<file path="config.mk">
export PLATFORM = sky130hd
export DESIGN_NAME = acc_ctrl
export DESIGN_NICKNAME = d
export VERILOG_FILES = /design/src/rtl/acc_ctrl.sv
export SDC_FILE = /design/constraint.sdc
export NUM_CORES = 1
export LEC_CHECK = 0
export CAP_MARGIN = 15
export CORE_MARGIN = 2
export CORE_UTILIZATION = 40
export DETAILED_ROUTE_END_ITERATION = 10
export GPL_TIMING_DRIVEN = 1
export HOLD_SLACK_MARGIN = 0.08
export MAX_ROUTING_LAYER = met4
export PLACE_DENSITY_LB_ADDON = 0.08
export SYNTH_ARGS = -nofsm -noshare
export SYNTH_HDL_FRONTEND = slang
export SYNTH_SLANG_ARGS = --single-unit
</file>
<file path="constraint.sdc">
create_clock -name clk -period 3.45 [get_ports clk]
set_clock_uncertainty 0.15 [all_clocks]
set_input_delay 0.69 -clock clk [delete_from_list [all_inputs] [get_ports clk]]
set_output_delay 0.69 -clock clk [all_outputs]
set_load 0.03 [all_outputs]
</file>
<file path="src/rtl/acc_ctrl.sv">
// -----------------------------------------------------------------------------
// acc_ctrl
//
// Accumulator controller for a 32-bit registered ALU. One instruction at a
// time is accepted over a valid/ready handshake, its operands and select are
// registered toward the ALU, and after the ALU's registered latency the ALU
// result and carry-out are captured into the accumulator and carry flag.
// A one-cycle done pulse follows every capture.
//
// Parameters
//   LAT              ALU result latency in clock edges (legal 1..7)
//
// Ports
//   clk              clock, all state changes on rising edge
//   rst              asynchronous reset, active-high
//   instr_valid      instruction present
//   instr_ready      block can accept an instruction (IDLE and not in reset)
//   instr_op[1:0]    0 CLR, 1 ADD, 2 NOT, 3 AND
//   instr_data[31:0] operand for ADD/AND
//   instr_use_carry  ADD only: feed the carry flag into alu_cin
//   aluSelect[1:0]   registered select to the ALU
//   alu_acc[31:0]    accumulator register, wired to ALU acc
//   alu_din[31:0]    operand register, wired to ALU din
//   alu_cin          registered carry-in to the ALU
//   alu_out[31:0]    ALU result
//   c_out            ALU carry-out
//   carry_q          carry flag
//   done             one-cycle pulse after the accumulator has been updated
// -----------------------------------------------------------------------------
module acc_ctrl #(
  parameter int unsigned LAT = 1
) (
  input  logic        clk,
  input  logic        rst,
  input  logic        instr_valid,
  output logic        instr_ready,
  input  logic [1:0]  instr_op,
  input  logic [31:0] instr_data,
  input  logic        instr_use_carry,
  output logic [1:0]  aluSelect,
  output logic [31:0] alu_acc,
  output logic [31:0] alu_din,
  output logic        alu_cin,
  input  logic [31:0] alu_out,
  input  logic        c_out,
  output logic        carry_q,
  output logic        done
);

  // Opcode encodings shared with the ALU select.
  localparam logic [1:0] OP_ADD = 2'd1;

  // Counter is loaded with LAT-1 so that EXEC lasts exactly LAT edges.
  localparam logic [2:0] LAT_M1 = 3'(LAT - 1);

  typedef enum logic [1:0] {
    IDLE = 2'd0,
    EXEC = 2'd1,
    CAPT = 2'd2
  } state_t;

  state_t     state_r;
  state_t     state_s;
  logic [2:0] cnt_r;
  logic [2:0] cnt_s;
  logic       accept_s;
  logic       capt_s;

  // Ready is decoded from the state but forced low while reset is asserted,
  // so a source never sees a handshake that the held-in-reset flops ignore.
  assign instr_ready = (state_r == IDLE) && !rst;

  assign accept_s = instr_valid && (state_r == IDLE);
  assign capt_s   = (state_r == CAPT);

  // Next-state and latency-counter logic.
  always_comb begin
    state_s = state_r;
    cnt_s   = cnt_r;
    case (state_r)
      IDLE: begin
        if (accept_s) begin
          state_s = EXEC;
          cnt_s   = LAT_M1;
        end else begin
          state_s = IDLE;
        end
      end
      EXEC: begin
        // The ALU result is registered on the edge where the count hits 0;
        // the following edge is the capture edge.
        if (cnt_r == 3'd0) begin
          state_s = CAPT;
        end else begin
          cnt_s = cnt_r - 3'd1;
        end
      end
      CAPT: begin
        state_s = IDLE;
      end
      default: begin
        state_s = IDLE;
        cnt_s   = 3'd0;
      end
    endcase
  end

  // State and latency counter registers.
  always_ff @(posedge clk or posedge rst) begin
    if (rst) begin
      state_r <= IDLE;
      cnt_r   <= 3'd0;
    end else begin
      state_r <= state_s;
      cnt_r   <= cnt_s;
    end
  end

  // Operand registers: loaded only on acceptance and held until the next one,
  // so input changes during EXEC/CAPT never reach the ALU.
  always_ff @(posedge clk or posedge rst) begin
    if (rst) begin
      aluSelect <= 2'd0;
      alu_din   <= 32'd0;
      alu_cin   <= 1'b0;
    end else if (accept_s) begin
      aluSelect <= instr_op;
      alu_din   <= instr_data;
      alu_cin   <= ((instr_op == OP_ADD) && instr_use_carry) ? carry_q : 1'b0;
    end else begin
      aluSelect <= aluSelect;
      alu_din   <= alu_din;
      alu_cin   <= alu_cin;
    end
  end

  // Accumulator and carry flag: updated only at the capture edge. Only ADD
  // produces a meaningful carry; every other op clears the flag.
  always_ff @(posedge clk or posedge rst) begin
    if (rst) begin
      alu_acc <= 32'd0;
      carry_q <= 1'b0;
    end else if (capt_s) begin
      alu_acc <= alu_out;
      carry_q <= (aluSelect == OP_ADD) ? c_out : 1'b0;
    end else begin
      alu_acc <= alu_acc;
      carry_q <= carry_q;
    end
  end

  // Completion pulse for the cycle following the capture edge.
  always_ff @(posedge clk or posedge rst) begin
    if (rst) begin
      done <= 1'b0;
    end else begin
      done <= capt_s;
    end
  end

endmodule

</file>
# Yosys cells after proc, flatten, opt, wreduce, memory -nomap -nowiden
# Index checks and enable logic that the tools add are counted.
# W data, S select, Z words.
[totals]
ff_bits = 74
latch_bits = 0
ram_bits = 0
romBits = 0
out_inout_bits = 70
wordCells = 32
mem_count = 0
[op_classes]
n_addsub = 1
mul = 0
div = 0
magnitude_cmp = 0
eq_ne = 7
shifts = 0
mux = 8
bitwise = 1
reduce_logical = 7
[ops]
columns = ["op", "count"]
rows = [
  ["$pmux W3 S3", 1],
  ["$eq A2 B1 Y1 const B", 3],
  ["$mux W3", 2],
  ["$ne A2 B2 Y1 const B", 3],
  ["$pmux W2 S2", 1],
  ["$logic_and A1 B1 Y1", 3],
  ["$logic_not A3 Y1", 1],
  ["$mux W1", 3],
  ["$reduce_and A3 Y1", 1],
  ["$sub A3 B1 Y3 const B", 1],
  ["$eq A2 B2 Y1 const B", 1],
  ["$logic_not A2 Y1", 1],
  ["$mux W2", 1],
  ["$logic_not A1 Y1", 1],
  ["$not A1 Y1", 1],
]

# Longest topological paths before layout
# Gate-level depths: netlist (run 1).
[logic_depth]
ltp_word = 4
mapped_depth = 6
ltp_nobuf = 6

# Worst setup path before layout (run 1)
# Ideal clock, no wire load.
[synth_path]
kind = "input-to-output"
from = "input port rst"
to = "output port instr_ready"
t_arrival_ns = 1.342
path_slack_ns = 1.268
cell_stages = 1
cell_sequence = "nor3_1"
[synth_between]
elab_chain_len = 2
[synth_rtl]
columns = ["element", "line", "source"]
rows = [
  ["start, declared", "34", "input logic rst,"],
  ["$logic_not A1 Y1 (no source line)", "n/a", ""],
  ["$logic_and A1 B1 Y1", "71", "assign instr_ready = (state_r == IDLE) && !rst;"],
  ["end, declared", "36", "output logic instr_ready,"],
]
# Every way passes these cells.

# Worst setup path in the final report (run 1)
# Ends and elaborated chain as after synthesis.

==> results by group, run 1 <==
Worst setup path
  – Launching point of the worst reg2reg path: state_r[1]
  – Critical Path Slowest Stage Cell: clkdlybuf4s50_1
  – Maximum cell stage delay along the critical path: 0.70 ns
  – Setup crit start: rst
  – Endpoint of the most critical register-to-register path: alu_acc[17]
  – CP Capture Point: instr_ready
  – Path type of the worst setup path: in -> out
  – Cell family with the largest share of critical-path delay: buffers and inverters
  – CP Capture Type: output port
  – Path length in cells of the critical path: 3
  – Setup slack of the worst register-to-register path: 1.51 ns
  – Launching element type of the critical path: primary input
  – Largest fanout of any net on the critical path: 2
  – Cell-by-cell listing of the critical path: clkdlybuf4s50_1 > nor3_1 > clkdlybuf4s50_1
  – Most used cell along the critical path: clkdlybuf4s50_1
  – Worst r2r path cells: 3
  – Buf/Inv on CP: 2
  – Data arrival, critical path: 1.97 ns
  – Required time at the worst-slack endpoint: 2.61 ns

Global routing
  – Largest net degree at the start of global routing: 36
  – Via count of the first global-routing pass: 2065
  – Number of antenna violations at the first check in global routing: 0
  – Remaining global-route overflow: 0
  – Overall track demand over capacity in global routing: 17.38%
  – First-pass GRT wire length: 9901 um

Drt
  – Ratio of routed vias to standard cells: 4.665
  – Number of vias in the routed layout: 1978
  – Antenna violation net count after detailed routing: 0
  – Routed wirelength normalized by instance count: 15.21 um
  – Iteration count of the initial detailed-routing pass: 4
  – Remaining routing DRC violations: 0
  – Number of violations reported at the end of detailed-routing iteration 0: 48
  – Final wirelength: 6449 um

Worst hold path
  – HP Class: reg -> reg

Synth
  – Top cell type by total area after synthesis: dfrtp_1
  – Largest cells by area after synthesis: dfrtp_1 (65%), mux2_2 (26%), buf_6 (2.4%)
  – Number of enable-type register cells in the synthesized netlist: 0
  – Main flop type after synthesis: dfrtp_1
  – Syn Area/Cell: 16.37 sq um
  – Async set or reset register ratio after synthesis: 100.0%
  – Post-Syn Area: 2864 sq um
  – Top cell type's share of synthesized area: 64.66%
  – Number of instances in the synthesized netlist: 175
  – Net count of the mapped netlist: 248
  – Fraction of the yosys area taken by sequential cells: 64.66%
  – Number of unique standard cell types used by synthesis: 20
  – Yosys warns: 0
  – Number of storage elements in the synthesis netlist: 74

Die
  – Full die area: 7853 sq um
  – Die width: 88.62 um
  – Die span in y: 88.62 um
  – Boundary Pins: 141
  – Count of standard-cell rows: 30
  – Initial Util: 41.69%
  – Core Area: 6869 sq um

Timing
  – # setup viols final: 0
  – RSZ-0062 raised after global routing: false
  – Final Hold Vio Count: 0
  – Transition time at the pin with the least slew margin: 0.5171 ns
  – Worst slew margin relative to its limit: 65.48%
  – Max Freq: 0.3554 GHz
  – Final period util: 81.56%
  – Final sum of negative setup slack: 0 ns
  – Final min period: 2.814 ns
  – Max-slew violation total from the final report: 0

Final layout
  – Leading cell types in the layout, fill and taps excluded: clkdlybuf4s50_1 (140), dfrtp_1 (74), mux2_2 (65), clkbuf_8 (10), inv_1 (5)
  – Total Nets Final: 396
  – Fraction of final layout cells sized beyond drive strength 1: 25.91%
  – Area delta synth->final: 57.80%
  – Count of inserted antenna diode cells: 0
  – Most frequent standard cell in the layout excluding fill and tap cells: clkdlybuf4s50_1

Clock tree
  – H-tree depth reported by CTS: 3
  – Buffer depth of the longest clock path: 2
  – Setup fix buffers added after clock tree synthesis: 0
  – CTS root buffer: clkbuf_8
  – Number of hold buffers added after cts: 0
  – Clock-pin slew reported for the worst setup and hold paths after clock tree synthesis: 0.07 ns
  – Insertion delay of the later-clocked pin in the worst-skew pair: 0.33 ns
  – CTS Buf Count: 9
  – Post-cts sizing count: 0
  – Sinks on Clock Net: 74
  – Clock tree from TritonCTS: built

Power
  – LEAKAGE: 1.862 nW
  – Maximum ir drop on the vdd rail: 438.2 uV
  – Total power divided by cell area: 1018 nW/um^2
  – Overall Power: 4.600 mW

Status
  – Result of the run: finished, final reports clean

Placed design
  – Weighted congestion at the end of routability-driven global placement: 0.7442
  – Final HPWL from detailed placement: 4851 um
  – Number of port buffers: 140

Job
  – Number of maximum-capacitance violations: 0
## Yosys cell counts (all sizes together), types with 2 or more instances
master,instances
inv,6
mux2,67
nand2,2
a22o,3
nor2b,2
ha,2
buf,7
o21ai,3
dfrtp,74
## layout make-up
class / instances / area (sq um)
multi-input combinational: 88 / 917.1
inverter: 6 / 22.52
clock buffer: 13 / 148.9
fill: 541 / 2350
clock inverter: 3 / 15.01
tap: 96 / 120.1
timing repair buffer: 144 / 1444
sequential: 74 / 1852
## logic make-up after synthesis
| kind of cell | after synthesis | share of synthesized area [%] |
|---|---|---|
| buffers and inverters | 13 | 3.407 |
| AND/OR/NAND/NOR | 10 | 2.534 |
| multiplexers | 67 | 26.34 |
| flip-flops | 74 | 64.66 |
| adder cells (fa/ha/maj) | 2 | 0.8736 |
| AO/OA/AOI/OAI | 8 | 1.878 |
| XOR/XNOR | 1 | 0.3059 |
## flip-flops by register name (all words and copies together) (netlist names)
| signal | cells |
|---|---|
| cnt_r | 3 |
| alu_acc | 32 |
| done | 1 |
| carry_q | 1 |
| alu_cin | 1 |
| alu_din | 32 |
| state_r | 2 |
| aluSelect | 2 |
## power by group
part	leakage, nW	switching (mW)	internal (mW)
sequential	0.883	0.219	1.29
clock	0.0872	0.297	0.278
combinational	0.892	1.31	1.21
## per-layer routing
metal,global-route usage [%],up-vias,wire length (um)
met4,5.372,0,72
met2,27.34,79,3165
li1,-,909,-
met1,21.25,984,2747
met3,5.970,6,464
met5,-,-,0
## worst min path at each step
| stage | start | to | slack [ns] | cells past startpoint |
|---|---|---|---|---|
| 5_1_grt | alu_din[23] | alu_din[23] | 0.37 | 1 |
| 2_1_floorplan | cnt_r[2] | cnt_r[2] | 0.34 | 1 |
| 6_report | alu_din[23] | alu_din[23] | 0.34 | 1 |
| 3_5_place_dp | alu_din[23] | alu_din[23] | 0.33 | 1 |
| 3_3_place_gp | alu_din[23] | alu_din[23] | 0.33 | 1 |
| 4_1_cts | alu_din[23] | alu_din[23] | 0.35 | 1 |
## metrics by stage
stage               instance area (sq um)  util, %  instances  setup WS, ns  hold WS [ns]
global placement                     4355    63.41        408        0.6514        0.3278
floorplan                            2864        -        175        0.7284        0.3373
global route                         4519    65.79        424        0.5807        0.3711
CTS                                  4519    65.79        424        0.6211        0.3470
detailed placement                   4355    63.41        408        0.6389        0.3300
finish                               4519    65.79        424        0.6360        0.3394
## worst register-to-register path, stage by stage, from the launching register on
cell and delay [ns]:
dfrtp_1 0.47, nor2b_2 0.39, buf_4 0.42, mux2_2 0.40
No activity file was read; power rests on OpenSTA's default activity.
==> run 2, diff against run 1 <==
clock period = 2.91 ns   (was 3.45 ns; I/O delays follow)
==> results by group, run 2 (synthesized netlist as in run 1, its figures left out) <==
Worst hold path
  – Endpoint of the worst hold-timing path: alu_din[23]
  – Cell count of the worst hold path: 1 (unchanged)
  – Worst hold start: alu_din[23]
  – HP Class: reg -> reg

Timing
  – RSZ-0062 raised after global routing: false
  – Worst slew margin relative to its limit: 66.26% (+0.78 points)
  – Transition time at the pin with the least slew margin: 0.5054 ns (-0.01174 ns)
  – Worst Hold Margin: 0.3473 ns (+0.007919 ns)
  – # setup viols final: 0 (unchanged)
  – Max Freq: 0.3817 GHz
  – Final period util: 90.03%
  – Final min period: 2.620 ns
  – Max-slew violation total from the final report: 0 (unchanged)
  – Final Hold Vio Count: 0 (unchanged)
  – Final sum of negative setup slack: 0 ns (unchanged)

Worst setup path
  – Worst r2r path cells: 3 (unchanged)
  – Path type of the worst setup path: in -> out
  – Launching element type of the critical path: primary input
  – Required time at the worst-slack endpoint: 2.18 ns (-0.43 ns)
  – Data arrival, critical path: 1.89 ns (-0.08 ns)
  – CP Capture Type: output port
  – Largest fanout of any net on the critical path: 2 (unchanged)
  – Buf/Inv on CP: 2 (unchanged)
  – Critical Path Slowest Stage Cell: clkdlybuf4s50_1
  – Endpoint of the most critical register-to-register path: alu_acc[15]
  – Cell family with the largest share of critical-path delay: buffers and inverters
  – Launching point of the worst reg2reg path: state_r[1]
  – Maximum cell stage delay along the critical path: 0.70 ns (about the same)
  – Most used cell along the critical path: clkdlybuf4s50_1
  – Cell-by-cell listing of the critical path: clkdlybuf4s50_1 > nor3_1 > clkdlybuf4s50_1
  – Setup slack of the worst register-to-register path: 1.13 ns (-0.38 ns)

Placed design
  – Number of port buffers: 140 (unchanged)
  – Final HPWL from detailed placement: 4682 um (-3.5%)
  – Weighted congestion at the end of routability-driven global placement: 0.7524 (+1.1%)
  – Number of cells after detailed placement: 409 (+0.25%)

Clock tree
  – Clock tree from TritonCTS: built
  – Setup fix buffers added after clock tree synthesis: 0 (unchanged)
  – Number of hold buffers added after cts: 0 (unchanged)
  – Insertion delay of the later-clocked pin in the worst-skew pair: 0.33 ns (about the same)
  – Post-cts sizing count: 0 (unchanged)
  – Clock-pin slew reported for the worst setup and hold paths after clock tree synthesis: 0.07 ns (about the same)
  – Sinks on Clock Net: 74 (unchanged)
  – Buffer depth of the longest clock path: 2 (unchanged)
  – CTS root buffer: clkbuf_8
  – H-tree depth reported by CTS: 3 (unchanged)
  – CTS Buf Count: 9 (unchanged)

Drt
  – Number of violations reported at the end of detailed-routing iteration 0: 50 (+4.2%)
  – Number of vias in the routed layout: 1965 (-0.66%)
  – Antenna violation net count after detailed routing: 0 (unchanged)
  – Remaining routing DRC violations: 0 (unchanged)
  – Ratio of routed vias to standard cells: 4.624 (-0.89%)
  – Final wirelength: 6164 um (-4.4%)
  – Routed wirelength normalized by instance count: 14.50 um (-4.6%)
  – Iteration count of the initial detailed-routing pass: 4 (unchanged)

Final layout
  – Leading cell types in the layout, fill and taps excluded: clkdlybuf4s50_1 (140), dfrtp_1 (74), mux2_2 (65), clkbuf_8 (11), inv_1 (5)
  – Total Nets Final: 397 (+0.25%)
  – Largest registers in the final layout: alu_acc: 32 flops, alu_din: 32 flops, cnt_r: 3 flops
  – Count of filler cells inserted in the layout: 510 (-5.7%)
  – Area delta synth->final: 61.21%
  – Most frequent standard cell in the layout excluding fill and tap cells: clkdlybuf4s50_1
  – Register Area: 1852 sq um (unchanged)
  – Post-layout instance count excluding filler cells: 425 (+0.24%)
  – Fraction of final layout cells sized beyond drive strength 1: 26.75% (+0.83 points)
  – Area used by multi-input combinational logic: 917.1 sq um (unchanged)
  – Share of the core filled with cells: 67.21% (+1.4 points)
  – Count of inserted antenna diode cells: 0 (unchanged)

Power
  – Clock share of power: 15.7% (+3.2 points)
  – Int Power: 3.525 mW (+27%)
  – Total power divided by cell area: 1231 nW/um^2 (+21%)
  – Maximum ir drop on the vdd rail: 688.3 uV (+57%)
  – Fraction of power spent switching nets: 38.00% (-1.6 points)
  – Share of total power in combinational logic: 53.0% (-1.7 points)
  – LEAKAGE: 1.903 nW (+2.2%)
  – Sw power: 2.161 mW (+19%)
  – Overall Power: 5.685 mW (+24%)
  – Sequential Power Share: 31.3% (-1.5 points)

Global routing
  – Remaining global-route overflow: 0 (unchanged)
  – Number of antenna violations at the first check in global routing: 0 (unchanged)
  – Largest net degree at the start of global routing: 36 (unchanged)
  – Overall track demand over capacity in global routing: 16.89% (-0.49 points)
  – Via count of the first global-routing pass: 2043 (-1.1%)
  – First-pass GRT wire length: 9660 um (-2.4%)

Job
  – Number of maximum-capacitance violations: 0 (unchanged)

Die
  – Die span in y: 88.62 um (unchanged)
  – Full die area: 7853 sq um (unchanged)
  – Boundary Pins: 141 (unchanged)
  – Core Area: 6869 sq um (unchanged)
  – Die width: 88.62 um (unchanged)
  – Count of standard-cell rows: 30 (unchanged)
  – Initial Util: 41.69% (unchanged)

Status
  – Result of the run: finished, final reports clean
==> run 2: cell types whose count changed in the layout (fill, tap and decap cells not counted), sizes merged <==
cell / change
buf: +1
bufinv: +2
clkbuf: -1
clkinv: -1
==> run 2: worst reg2reg max path, stage by stage, from the launching register on <==
cell	delay [ns]
dfrtp_1	0.46
nor2b_2	0.43
buf_12	0.25
mux2_2	0.38
==> run 2: metal layers <==
layer | track usage, % | wire (um) | up-vias
li1 | - | - | 915
met4 | 6.198 | 74 | 0
met5 | - | 0 | -
met2 | 27.34 | 2960 | 77
met3 | 4.198 | 377 | 7
met1 | 20.61 | 2752 | 966
==> run 2: worst max path at each step <==
stage	endpoint	start	slack [ns]	cells after the start
finish	instr_ready	rst	0.29	3
global route	instr_ready	rst	0.22	3
CTS	instr_ready	rst	0.27	3
detailed placement	instr_ready	rst	0.29	3
global placement	instr_ready	rst	0.32	3
floorplan	aluSelect[0]	rst	0.30	1
==> run 2: cell type report <==
cell class                 count  area share (%)
tap                           96           2.602
multi-input combinational     88           19.86
clock inverter                 4           1.599
sequential                    74           40.11
inverter                       6          0.4878
clock buffer                  12           3.360
timing repair buffer         145           31.98
==> run 2: through the flow <==
step	setup WS, ns	instance area [sq um]
2_1_floorplan	0.2964	2864
3_3_place_gp	0.3236	4388
3_5_place_dp	0.2886	4388
4_1_cts	0.2708	4617
5_1_grt	0.2234	4617
6_report	0.2901	4617
==> run 2: power groups by stage <==
stage               sequential, mW  clock (mW)  combinational, mW
CTS                           1.79       0.922               3.05
floorplan                     2.77           0              0.853
detailed placement            1.81           0               3.05
global route                  1.85       0.954               3.17
finish                        1.78       0.892               3.01
global placement              1.78           0               3.02
